<file path="src/rtl/cal_pkg.sv">
// Shared types, state encoding and coefficient/saturation defaults for the
// cal_scheduler calibration engine.
package cal_pkg;

   localparam int DATA_W   = 16;
   localparam int COEF_W   = 16;
   localparam int CH_COUNT = 4;
   localparam int CH_W     = 2;
   localparam int DIFF_W   = DATA_W + 1;
   localparam int PROD_W   = 2 * DIFF_W;
   localparam int GAIN_FRAC = 8;

   typedef logic signed [DATA_W-1:0] sample_t;
   typedef logic        [COEF_W-1:0] coef_gain_t;
   typedef logic signed [DIFF_W-1:0] diff_t;
   typedef logic signed [PROD_W-1:0] prod_t;
   typedef logic        [CH_W-1:0]   ch_t;

   typedef enum logic [1:0] {
      IDLE  = 2'd0,
      MUL   = 2'd1,
      CLAMP = 2'd2,
      DONE  = 2'd3
   } state_t;

   localparam sample_t    DEF_OFFSET = 16'sd4122;
   localparam coef_gain_t DEF_GAIN   = 16'd269;
   localparam sample_t    CLAMP_HI   = 16'sd26000;
   localparam sample_t    CLAMP_LO   = -16'sd26000;

endpackage

</file>
<file path="src/rtl/cal_scheduler_if.sv">
// Sample, coefficient and result bundle between the deserialiser/host side
// (master) and the cal_scheduler engine (slave).
interface cal_scheduler_if
   import cal_pkg::*;
();

   logic       strobe;
   sample_t    raw_in0;
   sample_t    raw_in1;
   sample_t    raw_in2;
   sample_t    raw_in3;
   logic       cfg_we;
   ch_t        cfg_ch;
   sample_t    cfg_offset;
   coef_gain_t cfg_gain;
   sample_t    cal_out0;
   sample_t    cal_out1;
   sample_t    cal_out2;
   sample_t    cal_out3;
   logic       out_valid;
   logic       busy;
   logic       overrun;

   modport master (
      output strobe, raw_in0, raw_in1, raw_in2, raw_in3,
      output cfg_we, cfg_ch, cfg_offset, cfg_gain,
      input  cal_out0, cal_out1, cal_out2, cal_out3,
      input  out_valid, busy, overrun
   );

   modport slave (
      input  strobe, raw_in0, raw_in1, raw_in2, raw_in3,
      input  cfg_we, cfg_ch, cfg_offset, cfg_gain,
      output cal_out0, cal_out1, cal_out2, cal_out3,
      output out_valid, busy, overrun
   );

endinterface

</file>
<file path="src/rtl/cal_datapath.sv">
// Shared calibration arithmetic: (raw - offset) * gain, then >>> 8 and either
// saturation (CAL_CLAMP_EN defined) or two's-complement wrap to 16 bits.
module cal_datapath
   import cal_pkg::*;
(
   input  sample_t    i_raw,
   input  sample_t    i_offset,
   input  coef_gain_t i_gain,
   output prod_t      o_prod,
   input  prod_t      i_prod,
   output sample_t    o_result
);

   diff_t w_diff;
   diff_t w_gain_ext;
   prod_t w_shift;

`ifdef CAL_CLAMP_EN
   // Compare at full product width so large overflows cannot alias into range.
   function automatic sample_t sat_s16(input prod_t v);
      if (v > prod_t'(CLAMP_HI))
         return CLAMP_HI;
      else if (v < prod_t'(CLAMP_LO))
         return CLAMP_LO;
      else
         return sample_t'(v);
   endfunction
`else
   function automatic sample_t sat_s16(input prod_t v);
      return sample_t'(v);
   endfunction
`endif

   assign w_diff     = $signed({i_raw[DATA_W-1], i_raw}) - $signed({i_offset[DATA_W-1], i_offset});
   assign w_gain_ext = $signed({1'b0, i_gain});
   assign o_prod     = prod_t'(w_diff) * prod_t'(w_gain_ext);

   assign w_shift  = i_prod >>> GAIN_FRAC;
   assign o_result = sat_s16(w_shift);

endmodule

</file>
<file path="src/rtl/cal_scheduler.sv">
// Four-channel calibration scheduler: latches a frame on strobe and sequences
// each channel through cal_datapath (MUL then CLAMP), presenting all results in DONE.
module cal_scheduler
   import cal_pkg::*;
(
   input  logic clk_256fs,
   input  logic rst,
   cal_scheduler_if.slave bus
);

   state_t     r_state;
   state_t     w_next_state;
   logic       w_accept;
   ch_t        r_ch;

   sample_t    w_raw_in      [CH_COUNT];
   sample_t    r_raw         [CH_COUNT];
   sample_t    r_off_live    [CH_COUNT];
   sample_t    r_off_shadow  [CH_COUNT];
   coef_gain_t r_gain_live   [CH_COUNT];
   coef_gain_t r_gain_shadow [CH_COUNT];
   sample_t    r_stage       [CH_COUNT];
   sample_t    r_cal_out     [CH_COUNT];

   prod_t      w_prod;
   prod_t      r_prod_p1;
   sample_t    w_result;
   logic       r_out_valid;
   logic       r_busy;
   logic       r_overrun;

   assign w_raw_in[0] = bus.raw_in0;
   assign w_raw_in[1] = bus.raw_in1;
   assign w_raw_in[2] = bus.raw_in2;
   assign w_raw_in[3] = bus.raw_in3;

   cal_datapath u_dp (
      .i_raw    (r_raw[r_ch]),
      .i_offset (r_off_shadow[r_ch]),
      .i_gain   (r_gain_shadow[r_ch]),
      .o_prod   (w_prod),
      .i_prod   (r_prod_p1),
      .o_result (w_result)
   );

   always_comb begin
      w_next_state = r_state;
      w_accept     = 1'b0;
      case (r_state)
         IDLE: begin
            if (bus.strobe) begin
               w_accept     = 1'b1;
               w_next_state = MUL;
            end
         end
         MUL:   w_next_state = CLAMP;
         CLAMP: w_next_state = (r_ch == ch_t'(CH_COUNT - 1)) ? DONE : MUL;
         DONE:  w_next_state = IDLE;
         default: w_next_state = IDLE;
      endcase
   end

   always_ff @(posedge clk_256fs or posedge rst) begin
      if (rst)
         r_state <= IDLE;
      else
         r_state <= w_next_state;
   end

   // Live coefficients follow cfg_we at all times; the shadow copy taken on
   // accept sees the pre-write values, so a same-cycle write lands next frame.
   always_ff @(posedge clk_256fs or posedge rst) begin
      if (rst) begin
         for (int i = 0; i < CH_COUNT; i++) begin
            r_off_live[i]    <= DEF_OFFSET;
            r_gain_live[i]   <= DEF_GAIN;
            r_off_shadow[i]  <= DEF_OFFSET;
            r_gain_shadow[i] <= DEF_GAIN;
            r_raw[i]         <= '0;
         end
      end else begin
         if (bus.cfg_we) begin
            r_off_live[bus.cfg_ch]  <= bus.cfg_offset;
            r_gain_live[bus.cfg_ch] <= bus.cfg_gain;
         end
         if (w_accept) begin
            for (int i = 0; i < CH_COUNT; i++) begin
               r_raw[i]         <= w_raw_in[i];
               r_off_shadow[i]  <= r_off_live[i];
               r_gain_shadow[i] <= r_gain_live[i];
            end
         end
      end
   end

   // ---- stage p1: product register (MUL -> CLAMP) ----
   always_ff @(posedge clk_256fs or posedge rst) begin
      if (rst)
         r_prod_p1 <= '0;
      else if (r_state == MUL)
         r_prod_p1 <= w_prod;
   end

   // ---- stage p2: clamp result into staging; last channel also loads outputs ----
   // Outputs load on the edge into DONE so they and out_valid are visible
   // during the DONE cycle itself.
   always_ff @(posedge clk_256fs or posedge rst) begin
      if (rst) begin
         r_ch        <= '0;
         r_out_valid <= 1'b0;
         for (int i = 0; i < CH_COUNT; i++) begin
            r_stage[i]   <= '0;
            r_cal_out[i] <= '0;
         end
      end else begin
         r_out_valid <= 1'b0;
         if (w_accept)
            r_ch <= '0;
         if (r_state == CLAMP) begin
            r_stage[r_ch] <= w_result;
            if (r_ch == ch_t'(CH_COUNT - 1)) begin
               for (int i = 0; i < CH_COUNT - 1; i++)
                  r_cal_out[i] <= r_stage[i];
               r_cal_out[CH_COUNT-1] <= w_result;
               r_out_valid           <= 1'b1;
            end else begin
               r_ch <= r_ch + ch_t'(1);
            end
         end
      end
   end

   always_ff @(posedge clk_256fs or posedge rst) begin
      if (rst) begin
         r_busy    <= 1'b0;
         r_overrun <= 1'b0;
      end else begin
         r_busy    <= (w_next_state != IDLE);
         r_overrun <= bus.strobe && (r_state != IDLE);
      end
   end

   assign bus.cal_out0  = r_cal_out[0];
   assign bus.cal_out1  = r_cal_out[1];
   assign bus.cal_out2  = r_cal_out[2];
   assign bus.cal_out3  = r_cal_out[3];
   assign bus.out_valid = r_out_valid;
   assign bus.busy      = r_busy;
   assign bus.overrun   = r_overrun;

endmodule
</file>
<file path="src/flat_wrapper.sv">
// flat-port wrapper written by rule: the top's interface ports become plain ports
module cal_scheduler_flat import cal_pkg::*;
  (clk_256fs, rst, bus_strobe, bus_raw_in0, bus_raw_in1, bus_raw_in2, bus_raw_in3, bus_cfg_we, bus_cfg_ch, bus_cfg_offset, bus_cfg_gain, bus_cal_out0, bus_cal_out1, bus_cal_out2, bus_cal_out3, bus_out_valid, bus_busy, bus_overrun);
  cal_scheduler_if bus_i ();
  input  logic clk_256fs;
  input  logic rst;
  input wire logic [$bits(bus_i.strobe)-1:0] bus_strobe;
  input wire logic [$bits(bus_i.raw_in0)-1:0] bus_raw_in0;
  input wire logic [$bits(bus_i.raw_in1)-1:0] bus_raw_in1;
  input wire logic [$bits(bus_i.raw_in2)-1:0] bus_raw_in2;
  input wire logic [$bits(bus_i.raw_in3)-1:0] bus_raw_in3;
  input wire logic [$bits(bus_i.cfg_we)-1:0] bus_cfg_we;
  input wire logic [$bits(bus_i.cfg_ch)-1:0] bus_cfg_ch;
  input wire logic [$bits(bus_i.cfg_offset)-1:0] bus_cfg_offset;
  input wire logic [$bits(bus_i.cfg_gain)-1:0] bus_cfg_gain;
  output wire logic [$bits(bus_i.cal_out0)-1:0] bus_cal_out0;
  output wire logic [$bits(bus_i.cal_out1)-1:0] bus_cal_out1;
  output wire logic [$bits(bus_i.cal_out2)-1:0] bus_cal_out2;
  output wire logic [$bits(bus_i.cal_out3)-1:0] bus_cal_out3;
  output wire logic [$bits(bus_i.out_valid)-1:0] bus_out_valid;
  output wire logic [$bits(bus_i.busy)-1:0] bus_busy;
  output wire logic [$bits(bus_i.overrun)-1:0] bus_overrun;
  assign bus_i.strobe = bus_strobe;
  assign bus_i.raw_in0 = bus_raw_in0;
  assign bus_i.raw_in1 = bus_raw_in1;
  assign bus_i.raw_in2 = bus_raw_in2;
  assign bus_i.raw_in3 = bus_raw_in3;
  assign bus_i.cfg_we = bus_cfg_we;
  assign bus_i.cfg_ch = bus_cfg_ch;
  assign bus_i.cfg_offset = bus_cfg_offset;
  assign bus_i.cfg_gain = bus_cfg_gain;
  assign bus_cal_out0 = bus_i.cal_out0;
  assign bus_cal_out1 = bus_i.cal_out1;
  assign bus_cal_out2 = bus_i.cal_out2;
  assign bus_cal_out3 = bus_i.cal_out3;
  assign bus_out_valid = bus_i.out_valid;
  assign bus_busy = bus_i.busy;
  assign bus_overrun = bus_i.overrun;
  cal_scheduler u_core (.clk_256fs(clk_256fs), .rst(rst), .bus(bus_i));
endmodule
</file>
<file path="config.mk">
export PLATFORM = sky130hd
export DESIGN_NAME = cal_scheduler_flat
export DESIGN_NICKNAME = d
export VERILOG_FILES = /design/src/rtl/cal_pkg.sv /design/src/rtl/cal_scheduler_if.sv /design/src/rtl/cal_datapath.sv /design/src/rtl/cal_scheduler.sv /design/src/flat_wrapper.sv
export SDC_FILE = /design/constraint.sdc
export NUM_CORES = 2
export LEC_CHECK = 0
export CORE_MARGIN = 1
export CORE_UTILIZATION = 59
export CTS_CLUSTER_DIAMETER = 30
export CTS_CLUSTER_SIZE = 14
export DETAILED_ROUTE_END_ITERATION = 12
export DONT_BUFFER_PORTS = 1
export PLACE_DENSITY = 0.78
export RECOVER_POWER = 100
export SYNTH_ARGS = -nofsm -noshare
export SYNTH_HDL_FRONTEND = slang
export SYNTH_HIERARCHICAL = 1
export SYNTH_SLANG_ARGS = --single-unit
</file>
<file path="constraint.sdc">
create_clock -name clk_256fs -period 14.73 [get_ports clk_256fs]
set_input_delay 2.2095 -clock clk_256fs [delete_from_list [all_inputs] [get_ports clk_256fs]]
set_output_delay 2.2095 -clock clk_256fs [all_outputs]
set_load 0.005 [all_outputs]
</file>
Yosys cells after proc, flatten, opt, wreduce, memory -nomap -nowiden
Index checks and enable logic that the tools add are counted.

storage, ports and cells
  bits in registers = 479
  input bits = 102
  output and inout port bits = 67
  word-level logic and storage cells = 80

operators by class
  add/subtract/negate cells = 2
  $mul = 1
  $lt $le $gt $ge = 4
  eq/ne operators = 4
  multiplexer cells = 26
  bitwise operators = 2
  reduce and logical (&&, ||, !) cells = 7

operators with widths
  kind                                                        count
  bitwise mux 64 bit                                          3
  2-to-1 mux 16 bit                                           8
  binary-select mux 16 bit (select 2 bit)                     3
  demux 16 bit (select 2 bit)                                 2
  multiplier 17 x 17 -> 24 bit                                1
  subtractor 16 x 16 -> 17 bit                                1
  2-to-1 mux 2 bit                                            5
  one-hot mux 2 bit (4 select lines)                          1
  equality test 2 bit, second input constant                  3
  >= comparator 3 bit, second input constant                  2
  less-than comparator 3 x 1 -> 1 bit, second input constant  2
  NOT 2 -> 3 bit                                              2
  2-to-1 mux 1 bit                                            4
  nonzero test 2 bit                                          2
  logical AND 1 bit                                           3
  adder 2 x 1 -> 2 bit, second input constant                 1
  equality test 2 x 1 -> 1 bit, second input constant         1
  zero test 2 bit                                             1
  AND reduction 2 bit                                         1

Depth between registers and ports, before layout
  depth after elaboration = 6
  mapped depth = 37
  mapped depth without buffers = 34

Modules after synthesis
Netlist, hierarchy kept.

modules (own cells, without submodules)
  module         instances  cells an instance  area an instance (µm²)  sequential area each (µm²)
  cal_scheduler  1          1078               18909.4                 11916.4
  cal_datapath   1          1324               11472.3                 0.0

Least setup slack after synthesis
Ideal clock, no wire load.

  path type = flip-flop to flip-flop
  from = register u_core.r_ch[0]
  to = register u_core/r_prod_p1[32] (netlist name)
  setup time = 0.125 ns
  arrival time = 8.773 ns
  required time = 14.605 ns
  setup slack = 5.833 ns
  stages on the path, launching flop included = 34
  path buffers = 4
  period minus slack after synthesis = 8.897 ns
  path through = dfrtp_1 buf_2 buf_2 mux4_2 ha_1 fa_1 nor2b_1 o21ai_1 a21boi_1 o21ai_1 a211oi_1 o211a_1 or3_1 clkbuf_1 clkbuf_1 nand3_1 fa_1 fa_1 fa_1 inv_1 fa_1 fa_1 inv_1 fa_1 inv_1 ha_1 a41oi_1 o21ai_1 o41ai_4 o32ai_1 o41a_1 o41ai_2 xnor2_1 mux2_2

RTL lines
  item                    RTL line              source
  start, declared         cal_scheduler.sv:14   ch_t r_ch;
  start signal, assigned  cal_scheduler.sv:127  r_ch <= r_ch + ch_t'(1);

Worst setup path after layout
  from = register u_core.r_ch[1]
  to = register u_core.r_prod_p1[23]

on the way
  word-level cells in the longest chain between the ends = 6
  elaborated cells between the ends (all ways) = 12
  classes of those cells = add/sub: 1; mul: 1; mux: 9; bitwise: 1

ends and longest elaborated chain
  item                                                               RTL line                                                       source
  NOT 2 -> 3 bit (implied by the code) *                             cal_scheduler.sv:38, cal_scheduler.sv:39, cal_scheduler.sv:40
  binary-select mux 16 bit (select 2 bit), on equally long branches  cal_scheduler.sv:38, cal_scheduler.sv:39
  2-to-1 mux 16 bit, on equally long branches (2 in a row)           cal_scheduler.sv:38, cal_scheduler.sv:39
  subtractor 16 x 16 -> 17 bit                                       cal_datapath.sv:34                                             assign w_diff = $signed({i_raw[DATA_W-1], i_raw}) - $signed({i_offset[DATA_W-1], i_offset});
  multiplier 17 x 17 -> 24 bit *                                     cal_datapath.sv:36                                             assign o_prod = prod_t'(w_diff) * prod_t'(w_gain_ext);
  via u_core.w_prod[23]                                              cal_scheduler.sv:25                                            prod_t w_prod;
  end signal, assigned                                               cal_scheduler.sv:101                                           r_prod_p1 <= w_prod;
  end, declared                                                      cal_scheduler.sv:26                                            prod_t r_prod_p1;

The timed path passes the listed nets; every way through them passes the cells marked *. The select of a mux whose other input is x is not followed.
A chain may end at the register's enable or synchronous reset.

==> results.cfg <==
[drt]
wl_um = 59500
via_per_inst = 5.79
first_pass_iters = 5
drt_iter0_drc = 926
route.detailed.drc = 0
num_vias = 15655
wire_per_inst_um = 22.0
drtAntennaViolNets = 0

[floorplanning]
start_util = 0.603
dieArea_um2 = 46400
row_count = 77
die_h_um = 215
die_w_um = 215
coreArea_um2 = 44500
io_pins = 169

[setup_path]
reg2reg_from = u_core/r_ch[1]
regToRegSetupSlack_ns = 2.77
crit_arrival_ns = 12.47
crit_path_top_delay_cell = clkbuf_1
r2r-end = u_core/r_prod_p1[23]
cp_max_fo = 32
worstSetupPathType = flip-flop to flip-flop
worst_ep_required_time_ns = 15.24
reg2reg_depth = 33
endpoint_kind = flip-flop
cpPeakStageDelay_ns = 1.61
crit_top_cell = fa_1
cp-start-kind = flip-flop

[clocking]
clock-sinks = 455
clk_latency_ns = 0.64
clkTransAtPathRegs_ns = 0.05
root_buffer = clkbuf_16
hold_buffers = 0
cts_tree = yes
cts_resized = 0
cts_made_buffers = 85
cts_setup_buffers = 0
cts.path.max_buffers = 3
htreeDepth = 3

[final_layout]
fin_nets = 2428
final_common_cell = mux2_2
layout_common_cells = mux2_2, dfrtp_1, inv_1
final_cell_area_um2 = 30300
drive_gt1_frac = 0.338
syn2layout_area_growth_pct = 12.8
fill_cells = 2935

[outcome]
violations = max-capacitance violations, max-slew violations
outcome = finished with violations

[hold_path]
min_path_type = flip-flop to flip-flop
hold_start = u_core/r_off_live[62]
hold-path-cell-count = 1
holdPathEnd = u_core/r_off_shadow[62]

[global_route]
antenna_found_initial = 5
grt.overflow.total = 0
grt_use_total = 0.267
grt_pass1_vias = 17861
grt_max_degree = 206
grt_first_pass_wirelength_um = 96300

[run]
max-cap-violations = 10

[timing]
finalCritPeriodShare = 0.812
worst_pin_slew_ns = 10.38
fmax_mhz = 83.6
hold_slack_ns = 0.468
finalCriticalPeriod_ns = 11.96
fin_ws_ns = 2.77
final-hold-violation-count = 0
setup_viol = 0
maxSlewViolCount = 600
finClkSkew_ns = 0.0408
slew_headroom = -5.92
setup_tns_ns = 0
rsz0062_at_grt = no

[logic_synthesis]
yosys_warnings = 6
syn-cell-area_um2 = 26900
postSynthCellCount = 2052
syn_nets = 2444
synth_area_per_cell_um2 = 13.1

[place]
port_buffers = 0
dp_hpwl_um = 38300
dpl_worst_slack_ns = 4.68
post_dp_cell_area_um2 = 27100
routabilityCongestion = 0.862
worst max path at each step:
stage	endpoint	from	cells past startpoint	slack [ns]
2_1_floorplan	u_core/r_prod_p1[23]	u_core/r_ch[0]	35	6.41
3_3_place_gp	u_core/r_prod_p1[23]	u_core/r_ch[0]	32	4.90
3_5_place_dp	u_core/r_prod_p1[23]	u_core/r_ch[0]	32	4.68
4_1_cts	u_core/r_prod_p1[23]	u_core/r_ch[0]	32	4.60
6_report	u_core/r_prod_p1[23]	u_core/r_ch[1]	33	2.77
5_1_grt	u_core/r_prod_p1[22]	u_core/r_ch[1]	30	2.04
sequential cells by signal, summed over array words and instances, names as in the netlist:
signal                flops
u_core/r_ch               2
u_core/r_gain_shadow     64
u_core/r_raw             64
u_core/bus.cal_out1      16
u_core/r_off_shadow      64
u_core/bus.overrun        1
u_core/r_prod_p1         16
u_core/r_stage           48
u_core/bus.cal_out0      16
u_core/r_gain_live       64
u_core/bus.busy           1
u_core/r_off_live        64
u_core/bus.cal_out3      16
u_core/r_state            2
u_core/bus.cal_out2      16
u_core/bus.out_valid      1
area by class of cell:
class / count / area (um^2) / area share
multi-input combinational: 1205 / 13700 / 0.451
sequential: 455 / 11500 / 0.379
clock buffer: 114 / 2360 / 0.0778
inverter: 273 / 1030 / 0.0339
clock inverter: 45 / 933 / 0.0308
tap: 592 / 741 / 0.0245
timing repair buffer: 16 / 103 / 0.00339
antenna: 4 / 10.0 / 0.000330
metrics by stage:
stage,cells,util
floorplan,2052,-
global placement,2541,0.609
detailed placement,2541,0.609
CTS,2700,0.683
global route,2704,0.681
finish,2704,0.681
routing by layer:
layer	wire, um	GRT usage	share of wire
met1	23800	0.333	0.40
met2	30800	0.455	0.52
met3	3200	0.0546	0.054
met4	1610	0.110	0.027
met5	13	0	0.00022
critical path, delay by kind of cell (launching register included):
| kind | cells | cell delay [ns] |
|---|---|---|
| AO/OA/AOI/OAI | 9 | 3.18 |
| flip-flops | 1 | 1.04 |
| adder cells (fa/ha/maj) | 9 | 3.87 |
| XOR/XNOR | 1 | 0.09 |
| multiplexers | 2 | 0.71 |
| AND/OR/NAND/NOR | 5 | 0.93 |
| buffers and inverters | 7 | 1.96 |
Power is left out: the tool's default activity adds up to more than one toggle a clock period on the data nets, which glitch-free logic cannot reach.
